## src/rtl/pwm_fade_sequencer_pkg.sv

```systemverilog
// Shared definitions for the PWM fade sequencer.
// Holds the channel count, the register map, the CTRL bit positions and the
// scan FSM state encoding. The top module and the bench both import it.
package pwm_fade_sequencer_pkg;

    localparam int unsigned NUM_CH = 8;

    // Register map
    localparam logic [7:0] TARGET_BASE = 8'h00;  // TARGET[0..NUM_CH-1]
    localparam logic [7:0] RATE_ADDR   = 8'h08;
    localparam logic [7:0] CTRL_ADDR   = 8'h09;
    localparam logic [7:0] STATUS_ADDR = 8'h0A;

    // CTRL register layout
    localparam int unsigned CTRL_EN_BIT      = 0;
    localparam int unsigned CTRL_INSTANT_BIT = 1;
    localparam logic [1:0]  CTRL_RESET       = 2'b01;  // EN=1, INSTANT=0

    typedef enum logic {
        ST_IDLE = 1'b0,
        ST_SCAN = 1'b1
    } fsm_state_e;

endpackage

```

## src/rtl/pwm_fade_sequencer_prescaler.sv

```systemverilog
// Fade step prescaler.
// Counts clocks while enabled and emits a one-cycle step pulse when the
// count equals {rate, all-ones low bits}; the counter wraps to 0 on that edge.
// Ports:
//   clk, rst_n : clock, asynchronous active-low reset
//   en         : count enable; when low the counter is held at 0
//   rate       : step period select, period = (rate+1) * 2^PRESC_LSB_W clocks
//   step       : one-cycle step pulse
module fade_prescaler #(
    parameter int unsigned PRESC_LSB_W = 8
) (
    input  logic       clk,
    input  logic       rst_n,
    input  logic       en,
    input  logic [7:0] rate,
    output logic       step
);

    localparam int unsigned CNT_W = 8 + PRESC_LSB_W;

    logic [CNT_W-1:0] cnt_q, cnt_d;
    logic [CNT_W-1:0] limit;

    assign limit = {rate, {PRESC_LSB_W{1'b1}}};

    // Only an exact match fires a step: after a RATE decrease below the
    // current count, the counter runs through all-ones and wraps silently.
    always_comb begin
        step  = 1'b0;
        cnt_d = cnt_q + 1'b1;
        if (!en) begin
            cnt_d = '0;
        end else if (cnt_q == limit) begin
            step  = 1'b1;
            cnt_d = '0;
        end
    end

    always_ff @(posedge clk or negedge rst_n) begin
        if (!rst_n) begin
            cnt_q <= '0;
        end else begin
            cnt_q <= cnt_d;
        end
    end

endmodule

```

## src/rtl/pwm_fade_sequencer.sv

```systemverilog
// PWM fade sequencer.
// Register file written from the I2C application interface; on every
// prescaler step a scan walks the channels one per clock and moves each
// level one count toward its target.
// Ports:
//   clk, rst_n : clock, asynchronous active-low reset
//   wen        : one-cycle register write strobe
//   addr       : register address for write and read
//   wdata      : write data
//   rdata      : combinational read data for addr
//   level      : current duty per channel, channel i on [8i+7:8i]
//   busy       : high while any level differs from its target
module pwm_fade_sequencer #(
    parameter int unsigned NUM_CH      = pwm_fade_sequencer_pkg::NUM_CH,
    parameter int unsigned PRESC_LSB_W = 8
) (
    input  logic                clk,
    input  logic                rst_n,
    input  logic                wen,
    input  logic [7:0]          addr,
    input  logic [7:0]          wdata,
    output logic [7:0]          rdata,
    output logic [8*NUM_CH-1:0] level,
    output logic                busy
);

    import pwm_fade_sequencer_pkg::*;

    localparam int unsigned     IDX_W    = (NUM_CH > 1) ? $clog2(NUM_CH) : 1;
    localparam logic [IDX_W-1:0] LAST_IDX = IDX_W'(NUM_CH - 1);

    fsm_state_e        state_q, state_d;
    logic [IDX_W-1:0]  idx_q, idx_d;
    logic [7:0]        level_q  [NUM_CH];
    logic [7:0]        level_d  [NUM_CH];
    logic [7:0]        target_q [NUM_CH];
    logic [7:0]        target_d [NUM_CH];
    logic [7:0]        rate_q, rate_d;
    logic [1:0]        ctrl_q, ctrl_d;
    logic              en;
    logic              instant;
    logic              step;
    logic [NUM_CH-1:0] busy_mask;

    assign en      = ctrl_q[CTRL_EN_BIT];
    assign instant = ctrl_q[CTRL_INSTANT_BIT];

    fade_prescaler #(
        .PRESC_LSB_W(PRESC_LSB_W)
    ) u_prescaler (
        .clk  (clk),
        .rst_n(rst_n),
        .en   (en),
        .rate (rate_q),
        .step (step)
    );

    // Scan FSM. A step arriving mid-scan is ignored.
    always_comb begin
        state_d = state_q;
        idx_d   = idx_q;
        if (!en) begin
            state_d = ST_IDLE;
            idx_d   = '0;
        end else begin
            case (state_q)
                ST_IDLE: begin
                    if (step) begin
                        state_d = ST_SCAN;
                        idx_d   = '0;
                    end
                end
                ST_SCAN: begin
                    if (idx_q == LAST_IDX) begin
                        state_d = ST_IDLE;
                        idx_d   = '0;
                    end else begin
                        idx_d = idx_q + 1'b1;
                    end
                end
                default: begin
                    state_d = ST_IDLE;
                    idx_d   = '0;
                end
            endcase
        end
    end

    // Level datapath and register writes. The scan compares against the
    // registered target, so a same-cycle target write is seen next visit;
    // an INSTANT load is applied last so it overrides the scan update.
    always_comb begin
        level_d  = level_q;
        target_d = target_q;
        rate_d   = rate_q;
        ctrl_d   = ctrl_q;

        for (int unsigned i = 0; i < NUM_CH; i++) begin
            if (en && (state_q == ST_SCAN) && (idx_q == IDX_W'(i))) begin
                if (level_q[i] < target_q[i]) begin
                    level_d[i] = level_q[i] + 8'd1;
                end else if (level_q[i] > target_q[i]) begin
                    level_d[i] = level_q[i] - 8'd1;
                end
            end
        end

        if (wen) begin
            for (int unsigned i = 0; i < NUM_CH; i++) begin
                if (addr == (TARGET_BASE + 8'(i))) begin
                    target_d[i] = wdata;
                    if (instant) begin
                        level_d[i] = wdata;
                    end
                end
            end
            if (addr == RATE_ADDR) begin
                rate_d = wdata;
            end
            if (addr == CTRL_ADDR) begin
                ctrl_d = wdata[1:0];
            end
        end
    end

    always_ff @(posedge clk or negedge rst_n) begin
        if (!rst_n) begin
            state_q <= ST_IDLE;
            idx_q   <= '0;
            rate_q  <= '0;
            ctrl_q  <= CTRL_RESET;
            for (int unsigned i = 0; i < NUM_CH; i++) begin
                level_q[i]  <= '0;
                target_q[i] <= '0;
            end
        end else begin
            state_q  <= state_d;
            idx_q    <= idx_d;
            rate_q   <= rate_d;
            ctrl_q   <= ctrl_d;
            level_q  <= level_d;
            target_q <= target_d;
        end
    end

    always_comb begin
        busy_mask = '0;
        level     = '0;
        for (int unsigned i = 0; i < NUM_CH; i++) begin
            busy_mask[i]     = (level_q[i] != target_q[i]);
            level[8*i +: 8]  = level_q[i];
        end
    end

    assign busy = |busy_mask;

    always_comb begin
        rdata = '0;
        case (addr)
            RATE_ADDR:   rdata = rate_q;
            CTRL_ADDR:   rdata = {6'b0, ctrl_q};
            STATUS_ADDR: rdata = 8'(busy_mask);
            default:     rdata = '0;
        endcase
        for (int unsigned i = 0; i < NUM_CH; i++) begin
            if (addr == (TARGET_BASE + 8'(i))) begin
                rdata = level_q[i];
            end
        end
    end

endmodule

```

## config.mk

```make
export PLATFORM = sky130hd
export DESIGN_NAME = pwm_fade_sequencer
export DESIGN_NICKNAME = d
export VERILOG_FILES = /design/src/rtl/pwm_fade_sequencer_pkg.sv /design/src/rtl/pwm_fade_sequencer_prescaler.sv /design/src/rtl/pwm_fade_sequencer.sv
export SDC_FILE = /design/constraint.sdc
export NUM_CORES = 1
export LEC_CHECK = 0
export ABC_AREA = 0
export CORE_MARGIN = 3
export CORE_UTILIZATION = 50
export DETAILED_ROUTE_END_ITERATION = 10
export PLACE_DENSITY = 0.73
export SLEW_MARGIN = 40
export SYNTH_ARGS = -nofsm -noshare
export SYNTH_HDL_FRONTEND = slang
export SYNTH_SLANG_ARGS = --single-unit
```

## constraint.sdc

```tcl
create_clock -name clk -period 4.3 [get_ports clk]
set_clock_uncertainty 0.1 [all_clocks]
set_input_delay 0.645 -clock clk [delete_from_list [all_inputs] [get_ports clk]]
set_output_delay 0.645 -clock clk [all_outputs]
set_load 0.05 [all_outputs]
```

======== After elaboration in Yosys (flattened, before gate mapping) ========
Cells that the tools add are included.
word-level totals
  bits in registers ....................... 158
  input port bits ......................... 19
  output and inout bits ................... 73
  word-level logic and storage cells ...... 167
operators by class
  add/subtract/negate cells ............... 18
  $lt $le $gt $ge ......................... 16
  eq/ne operators ......................... 27
  muxes and demuxes ....................... 62
  bitwise operators ....................... 1
  reduce and logical (&&, ||, !) cells .... 22
operators with widths
  kind                                                 count
  2-to-1 mux 8 bit                                     48
  adder 8 x 1 -> 8 bit, second input constant          8
  > comparator 8 bit                                   8
  < comparator 8 bit                                   8
  2-to-1 mux 64 bit                                    1
  inequality test 8 bit                                8
  subtractor 8 x 1 -> 8 bit, second input constant     8
  equality test 8 x 3 -> 1 bit, second input constant  4
  2-to-1 mux 16 bit                                    2
  equality test 8 x 4 -> 1 bit, second input constant  3
  case mux 8 bit (3 select lines)                      1
  AND reduction 2 bit                                  10
  adder 16 x 1 -> 16 bit, second input constant        1
  equality test 16 bit                                 1
  equality test 8 x 2 -> 1 bit, second input constant  2
  equality test 3 bit, second input constant           4
  logical AND 1 bit                                    9
  2-to-1 mux 3 bit                                     3
  equality test 8 x 1 -> 1 bit, second input constant  1
  logical NOT 8 bit                                    1
  OR reduction 8 bit                                   1
  equality test 3 x 2 -> 1 bit, second input constant  2
  case mux 3 bit (2 select lines)                      1
  2-to-1 mux 1 bit                                     5
  6 further kinds                                      6

======== Depth between registers and ports, before layout ========
Gate-level depths: netlist of run 1.
  depth in word-level cells ............... 10
  gate-level depth with buffers ........... 11

======== Hierarchy ========
From an unflattened synthesis of run 1, not the netlist that was laid out.
unflattened totals
  cells, all modules ...................... 1,334
  area total of the unflattened synthesis .. 11,255.8 um2
by module, submodules not included
  module              times used  cells an instance  area an instance (um2)  seq. area each (um2)
  pwm_fade_sequencer  1           1,245              10,337.4                3,554.7
  fade_prescaler      1           89                 918.4                   400.4

======== Worst setup path before layout of run 1 ========
Ideal clock, no wire load.
  path kind ............................... input-to-output
  start ................................... input port addr[5]
  end ..................................... output port rdata[6]
  arrival ................................. 3,000 ps
  data required time ...................... 3,555 ps
  path slack .............................. 555 ps
  stages on the path ...................... 6
  path buffers ............................ 2
  cells stage by stage .................... or4_1 > buf_2 > nor3_2 > buf_2 > a21oi_1 > o21ai_0
between the ends
  cells in the longest elaborated chain, start to end .. 10
  elaborated cells on any way between the ends .. 20
  those cells by class .................... eq/ne: 10; mux: 9; reduce/logical: 1
ends and longest elaborated chain
  item                             RTL line                   source
  from (decl)                      pwm_fade_sequencer.sv:20   input logic [7:0] addr,
  equality test 8 x 4 -> 1 bit     pwm_fade_sequencer.sv:159  case (addr)
  case mux 8 bit (3 select lines)  pwm_fade_sequencer.sv:159
  2-to-1 mux 8 bit (7 in a row)    pwm_fade_sequencer.sv:166  if (addr == (TARGET_BASE + 8'(i))) begin
  2-to-1 mux 8 bit (*)             pwm_fade_sequencer.sv:166
  to (decl)                        pwm_fade_sequencer.sv:22   output logic [7:0] rdata,
Mark *: on every way between the ends. The rest lies on a longest branch, timed or not.

======== Final worst setup path of run 1 ========
Ends and elaborated chain as after synthesis.

==> run_results.csv, run 1 <==
group,metric,value,unit
clock_network,numCtsBuffers,17,
synthesis,synthArstFlopShare,100,%
final_layout,diodes,0,
route,drc,0,
global_routing,grt_overflow,0,
timing,whs,0.149,ns
global_routing,grt_pass1_wl,56700,µm
final_layout,final_cell_area,13300,µm²
clock_network,hold_buffers,0,
clock_network,cts.sink_count,158,
route,via_per_inst,6.10,
timing,max_slew_margin,42.3,%
timing,max_freq,0.241,GHz
synthesis,ys_seq_elements,158,
clock_network,cts_root_buffer,"clkbuf_16",
final_layout,nets,1513,
outcome,status,"complete, no violations",
clock_network,clk_latency,0.44,ns
critical_path,crit_chain,"clkdlybuf4s50_1 > or4_1 > or3_1 > o21ai_0 > a22oi_1 > o21ai_0 > o21ai_0 > buf_12",
clock_network,post_cts_buffers,0,
clock_network,clock_path_buffers,2,
timing,period_minus_slack,4.15,ns
critical_path,r2r_end,"level[35]",
floorplan,die_h,156,µm
synthesis,syn_area,11300,µm²
synthesis,yosysWarnings,0,
critical_path,crit_arrival,3.40,ns
route,drtIter0Drc,784,
route,drt-pass1-iter-count,5,
placement,gp_congestion,0.962,
placement,portBuffers,91,
synthesis,synth-main-ff-cell,"dfrtp_1",
critical_path,start_kind,"primary input",
critical_path,crit_type,"in -> out",
floorplan,pin_count,92,
global_routing,grt_antenna_before_repair,0,
power,power_density,272,nW/µm²
synthesis,yosysSeqAreaShare,35.0,%
worst_hold_path,hold_class,"in -> async",
route,wire_per_inst,21.5,µm
clock_network,cts_resized,0,
power,peakVddDrop,0.231,mV
critical_path,r2r-start,"ctrl_q[0]",
timing,hold_viol,0,
power,p_int,2580,µW
power,switchingPower,1040,µW
power,combPwrFrac,13.6,%
timing,setup_violations,0,
global_routing,grt_pass1_vias,9969,
route,via_count,10400,
placement,hpwl,26400,µm
final_layout,layout_common_cells,"dfrtp_1, nand2_1, o21ai_0",
timing,fin_setup_tns,0,ns
floorplan,die_x,156,µm
clock_network,path_clk_slew,0.07,ns
placement,dp.cells,1668,
critical_path,end_kind,"output port",
placement,place_area,12700,µm²
synthesis,synth_edf_count,0,
final_layout,stdcell_count,1700,
route,drt_wl_total,36500,µm
critical_path,critPathMaxStageDelay,0.63,ns
timing,slew_viol_final,0,
critical_path,startpoint,"addr[5]",
power,clkPwrFrac,43.2,%
final_layout,drive_gt1_share,10.1,%
final_layout,final_common_cell,"dfrtp_1",
synthesis,avgSynthCellArea,8.54,µm²
timing,finalCritPeriodShare,96.5,%
critical_path,crit_fanout,10,
synthesis,synth_cell_types,74,
timing,tightestPinTransition,0.863,ns
clock_network,h-tree-depth,4,
global_routing,grt_start_max_net_pins,89,
final_layout,area.growth.synth_to_final,17.6,%
job,cap_violations,0,
clock_network,cts_tree,"yes",
floorplan,start_util,51.3,%
critical_path,r2r_cells,7,
power,p_leak,0.00568,µW
power,p_sw_share,28.8,%
critical_path,cp_slowest_cell,"or4_1",
floorplan,core-area,22000,µm²
floorplan,die-area,24400,µm²
synthesis,syn_nets,1428,
global_routing,grtUsageTotal,30.1,%
critical_path,reg2reg_slack,1.36,ns
route,ant_nets,0,
critical_path,path_common_cell,"o21ai_0",
floorplan,fp-row-count,54,
timing,rsz0062_at_grt,"false",
synthesis,syn_inst,1322,
critical_path,required,3.56,ns
power,seq_power_share,43.2,%
power,p_total,3620,µW
## cell type report
type                            instances  area [µm²]
Fill cell                            1937        8750
Multi-Input combinational cell       1013        6750
Sequential cell                       158        3960
Timing Repair Buffer                  133        1310
Clock buffer                           19         453
Tap cell                              280         350
Inverter                               84         315
Clock inverter                         13         145
## flip-flops by register name (all words and copies together) (netlist names)
name,flops
state_q,1
rate_q,8
ctrl_q,2
level,64
target_q,64
u_prescaler.cnt_q,16
idx_q,3
## power by group through the flow
stage	clock [µW]	sequential, µW	combinational, µW
global route	1650	1570	546
finish	1560	1560	491
floorplan	0	1590	311
detailed placement	0	1590	487
CTS	1580	1560	491
global placement	0	1590	477
## kinds of logic (layout without fill, tap and decap cells)
logic type	Yosys count	after routing	synth area share, %
xor gates and xnor gates	78	78	6.05
muxes	62	62	6.42
and+or+nand+nor	479	479	21.2
AOI/OAI and AO/OA	307	307	16.5
adders and majority gates	87	87	9.64
buffers and inverters	151	249	5.19
DFF	158	158	35.0
## routing by layer
metal	wire length (µm)	share of wire, %	vias up	global-route usage, %
met5	0	0	-	0
met4	1500	4.1	0	12.4
met3	2710	7.4	81	6.08
met2	16900	46	461	48.0
met1	15300	42	4955	40.4
li1	-	-	4873	-
## critical path, delay by kind of cell
| kind | cells | cell delay (ns) |
|---|---|---|
| AO/OA/AOI/OAI | 4 | 0.84 |
| AND/OR/NAND/NOR | 2 | 1.25 |
| buffers and inverters | 2 | 0.67 |
## through the flow
| stage | setup WS [ns] | utilization, % |
|---|---|---|
| final | 0.152 | 60.3 |
| after global routing | 0.104 | 60.3 |
| after CTS | 0.202 | 60.3 |
| after detailed placement | 0.213 | 57.6 |
| after global placement | 0.200 | 57.6 |
| after floorplan | 0.555 | - |
## worst max path at each step
stage	slack, ns	to
after global routing	0.10	busy
after detailed placement	0.21	rdata[6]
after CTS	0.20	rdata[6]
after global placement	0.20	rdata[6]
after floorplan	0.55	rdata[6]
final	0.15	rdata[6]
## cells in the mapped netlist, types with 7 or more instances
library cell  instances  share of area, %
or3_1                17              0.94
nor3_1               30               1.3
or2_2                12              0.66
a31oi_1               7              0.39
nor4_1               11              0.61
nor2_1               91               3.0
xnor2_1              42               3.3
o211ai_1              9              0.60
nor2b_1              13              0.72
and3_1               17              0.94
mux2i_1              27               2.4
buf_1                 7              0.23
xor2_1               36               2.8
dfrtp_1             157                35
a21oi_1              74               3.3
inv_1                84               2.8
mux2_2               25               2.5
a32oi_1               7              0.54
o21ai_0             115               5.1
mux2_4                7              0.93
ha_1                 87               9.6
a211oi_1             10              0.66
nand4_1              34               1.9
a22oi_1              20               1.3
a21o_1               11              0.73
nand2_1             147               4.9
clkbuf_1             52               1.7
nand3_1              68               3.0
o21ai_1               7              0.31
Power figures use the tool's default switching activity.
==> inputs of run 2 (changes only) <==
--- a/config.mk
+++ b/config.mk
@@ -6,10 +6,11 @@
 export NUM_CORES = 1
 export LEC_CHECK = 0
 export ABC_AREA = 0
-export CORE_MARGIN = 3
+export CORE_MARGIN = 2
 export CORE_UTILIZATION = 50
 export DETAILED_ROUTE_END_ITERATION = 10
-export PLACE_DENSITY = 0.73
+export DONT_BUFFER_PORTS = 1
+export PLACE_DENSITY = 0.68
 export SLEW_MARGIN = 40
 export SYNTH_ARGS = -nofsm -noshare
 export SYNTH_HDL_FRONTEND = slang
==> run 2 against run 1 <==
  * Utilization down 3.6 points
  * The run now ends with negative hold slack left
  * Critical path depth up 2
  * Cell count down 3.8%
  * Setup slack better by 0.12 ns
  * Largest power group unchanged
  * Die area down 2.5%
==> run_results.csv, run 2 (same netlist as run 1, synthesis figures left out) <==
group,metric,value,unit
outcome,status,"finished, violations left",
outcome,violations,"negative hold slack",
critical_path,crit_path_end,"rdata[0]",
power,p_leak,0.00534,µW
timing,tightestPinTransition,0.925,ns
power,combPwrFrac,11.1,%
route,drt-pass1-iter-count,5,
critical_path,r2r_end,"level[23]",
route,wire_per_inst,21.8,µm
critical_path,end_kind,"output port",
final_layout,layout_common_cells,"dfrtp_1, nand2_1, o21ai_0",
route,via_count,10200,
final_layout,final_common_cell,"dfrtp_1",
placement,gp_congestion,0.982,
route,via_per_inst,6.24,
timing,max_slew_margin,38.2,%
clock_network,cts_tree,"yes",
power,clkPwrFrac,43.2,%
clock_network,cts_root_buffer,"clkbuf_16",
power,p_total,3420,µW
final_layout,nets,1448,
global_routing,grt_pass1_wl,56200,µm
critical_path,startpoint,"level[0]",
route,ant_nets,0,
worst_hold_path,hold_class,"in -> async",
clock_network,h-tree-depth,4,
power,peakVddDrop,0.216,mV
placement,hpwl,25600,µm
global_routing,grtUsageTotal,30.4,%
global_routing,grt_pass1_vias,9813,
timing,hold_viol,157,
clock_network,numCtsBuffers,17,
critical_path,start_kind,"flip-flop",
route,drc,0,
job,cap_violations,0,
clock_network,cts_resized,0,
critical_path,crit_fanout,6,
route,drt_wl_total,35700,µm
clock_network,clk_latency,0.43,ns
floorplan,start_util,51.3,%
floorplan,core-area,22000,µm²
timing,fin_setup_tns,0,ns
critical_path,crit_type,"reg -> out",
final_layout,diodes,0,
placement,dp.cells,1603,
timing,period_minus_slack,4.03,ns
floorplan,die_x,154,µm
floorplan,pin_count,92,
clock_network,cts.sink_count,158,
global_routing,grt_start_max_net_pins,159,
critical_path,required,3.56,ns
placement,portBuffers,0,
final_layout,fin_util,56.7,%
power,power_density,274,nW/µm²
floorplan,fp-row-count,54,
timing,setup_violations,0,
final_layout,drive_gt1_share,12.0,%
power,p_sw_share,26.9,%
critical_path,r2r-start,"level[22]",
final_layout,area.growth.synth_to_final,10.5,%
global_routing,grt_antenna_before_repair,0,
route,drtIter0Drc,926,
timing,slew_viol_final,0,
floorplan,die_h,154,µm
clock_network,clock_path_buffers,2,
timing,finalCritPeriodShare,93.8,%
power,switchingPower,920,µW
critical_path,r2r_cells,8,
timing,max_freq,0.248,GHz
global_routing,grt_overflow,0,
power,seq_power_share,45.7,%
clock_network,post_cts_buffers,0,
clock_network,path_clk_slew,0.07,ns
power,p_int,2500,µW
critical_path,reg2reg_slack,1.30,ns
floorplan,die-area,23800,µm²
critical_path,crit_arrival,3.29,ns
final_layout,stdcell_count,1635,
timing,rsz0062_at_grt,"false",
timing,whs,-0.195,ns
==> run 2: cell types whose count changed in the layout (fill, tap and decap cells not counted), sizes merged <==
cell           delta
buf              +18
clkbuf            -2
clkdlybuf4s50    -82
clkinv            +1
clkinvlp          +3
inv               -3
==> run 2: cell type report <==
class	count	area (µm²)
Sequential cell	158	3960
Multi-Input combinational cell	1013	6760
Clock inverter	14	135
Inverter	84	315
Fill cell	2022	9540
Clock buffer	18	429
Tap cell	280	350
Timing Repair Buffer	68	536
==> run 2: routing by layer <==
| layer | track usage, % | up-vias | share of wire, % |
|---|---|---|---|
| li1 | - | 4761 | - |
| met1 | 41.6 | 4953 | 43 |
| met2 | 48.6 | 421 | 46 |
| met3 | 4.54 | 74 | 6.9 |
| met4 | 12.1 | 0 | 3.5 |
| met5 | 0 | - | 0 |
==> run 2: critical path, stage by stage (launching register included) <==
cell and delay, ns:
dfrtp_1 0.75, inv_1 0.20, ha_1 0.33, nand4_1 0.10
or2_2 0.37, a22oi_1 0.18, nor2_1 0.06, a21oi_1 0.12
o21ai_0 0.15, a221o_1 0.39, buf_4 0.21
==> run 2: how the worst min path moves through the flow <==
stage,from,to,slack (ns),cells after the start
floorplan,rst_n,ctrl_q[1],0.25,0
global placement,rst_n,target_q[43],0.26,0
detailed placement,rst_n,target_q[43],0.25,0
CTS,rst_n,target_q[43],-0.21,0
global route,rst_n,target_q[46],-0.22,0
finish,rst_n,target_q[46],-0.20,0
==> run 2: stage by stage <==
step,setup slack [ns],cell area (µm²)
2_1_floorplan,0.555,11300
3_3_place_gp,0.656,11900
3_5_place_dp,0.615,11900
4_1_cts,0.263,12500
5_1_grt,0.0645,12500
6_report,0.267,12500
==> run 2: power by group through the flow <==
stage / Combinational, µW / Clock, µW / Sequential, µW
after floorplan: 311 / 0 / 1590
after global placement: 363 / 0 / 1590
after detailed placement: 374 / 0 / 1590
after CTS: 377 / 1500 / 1560
after global routing: 424 / 1560 / 1570
final: 379 / 1480 / 1560
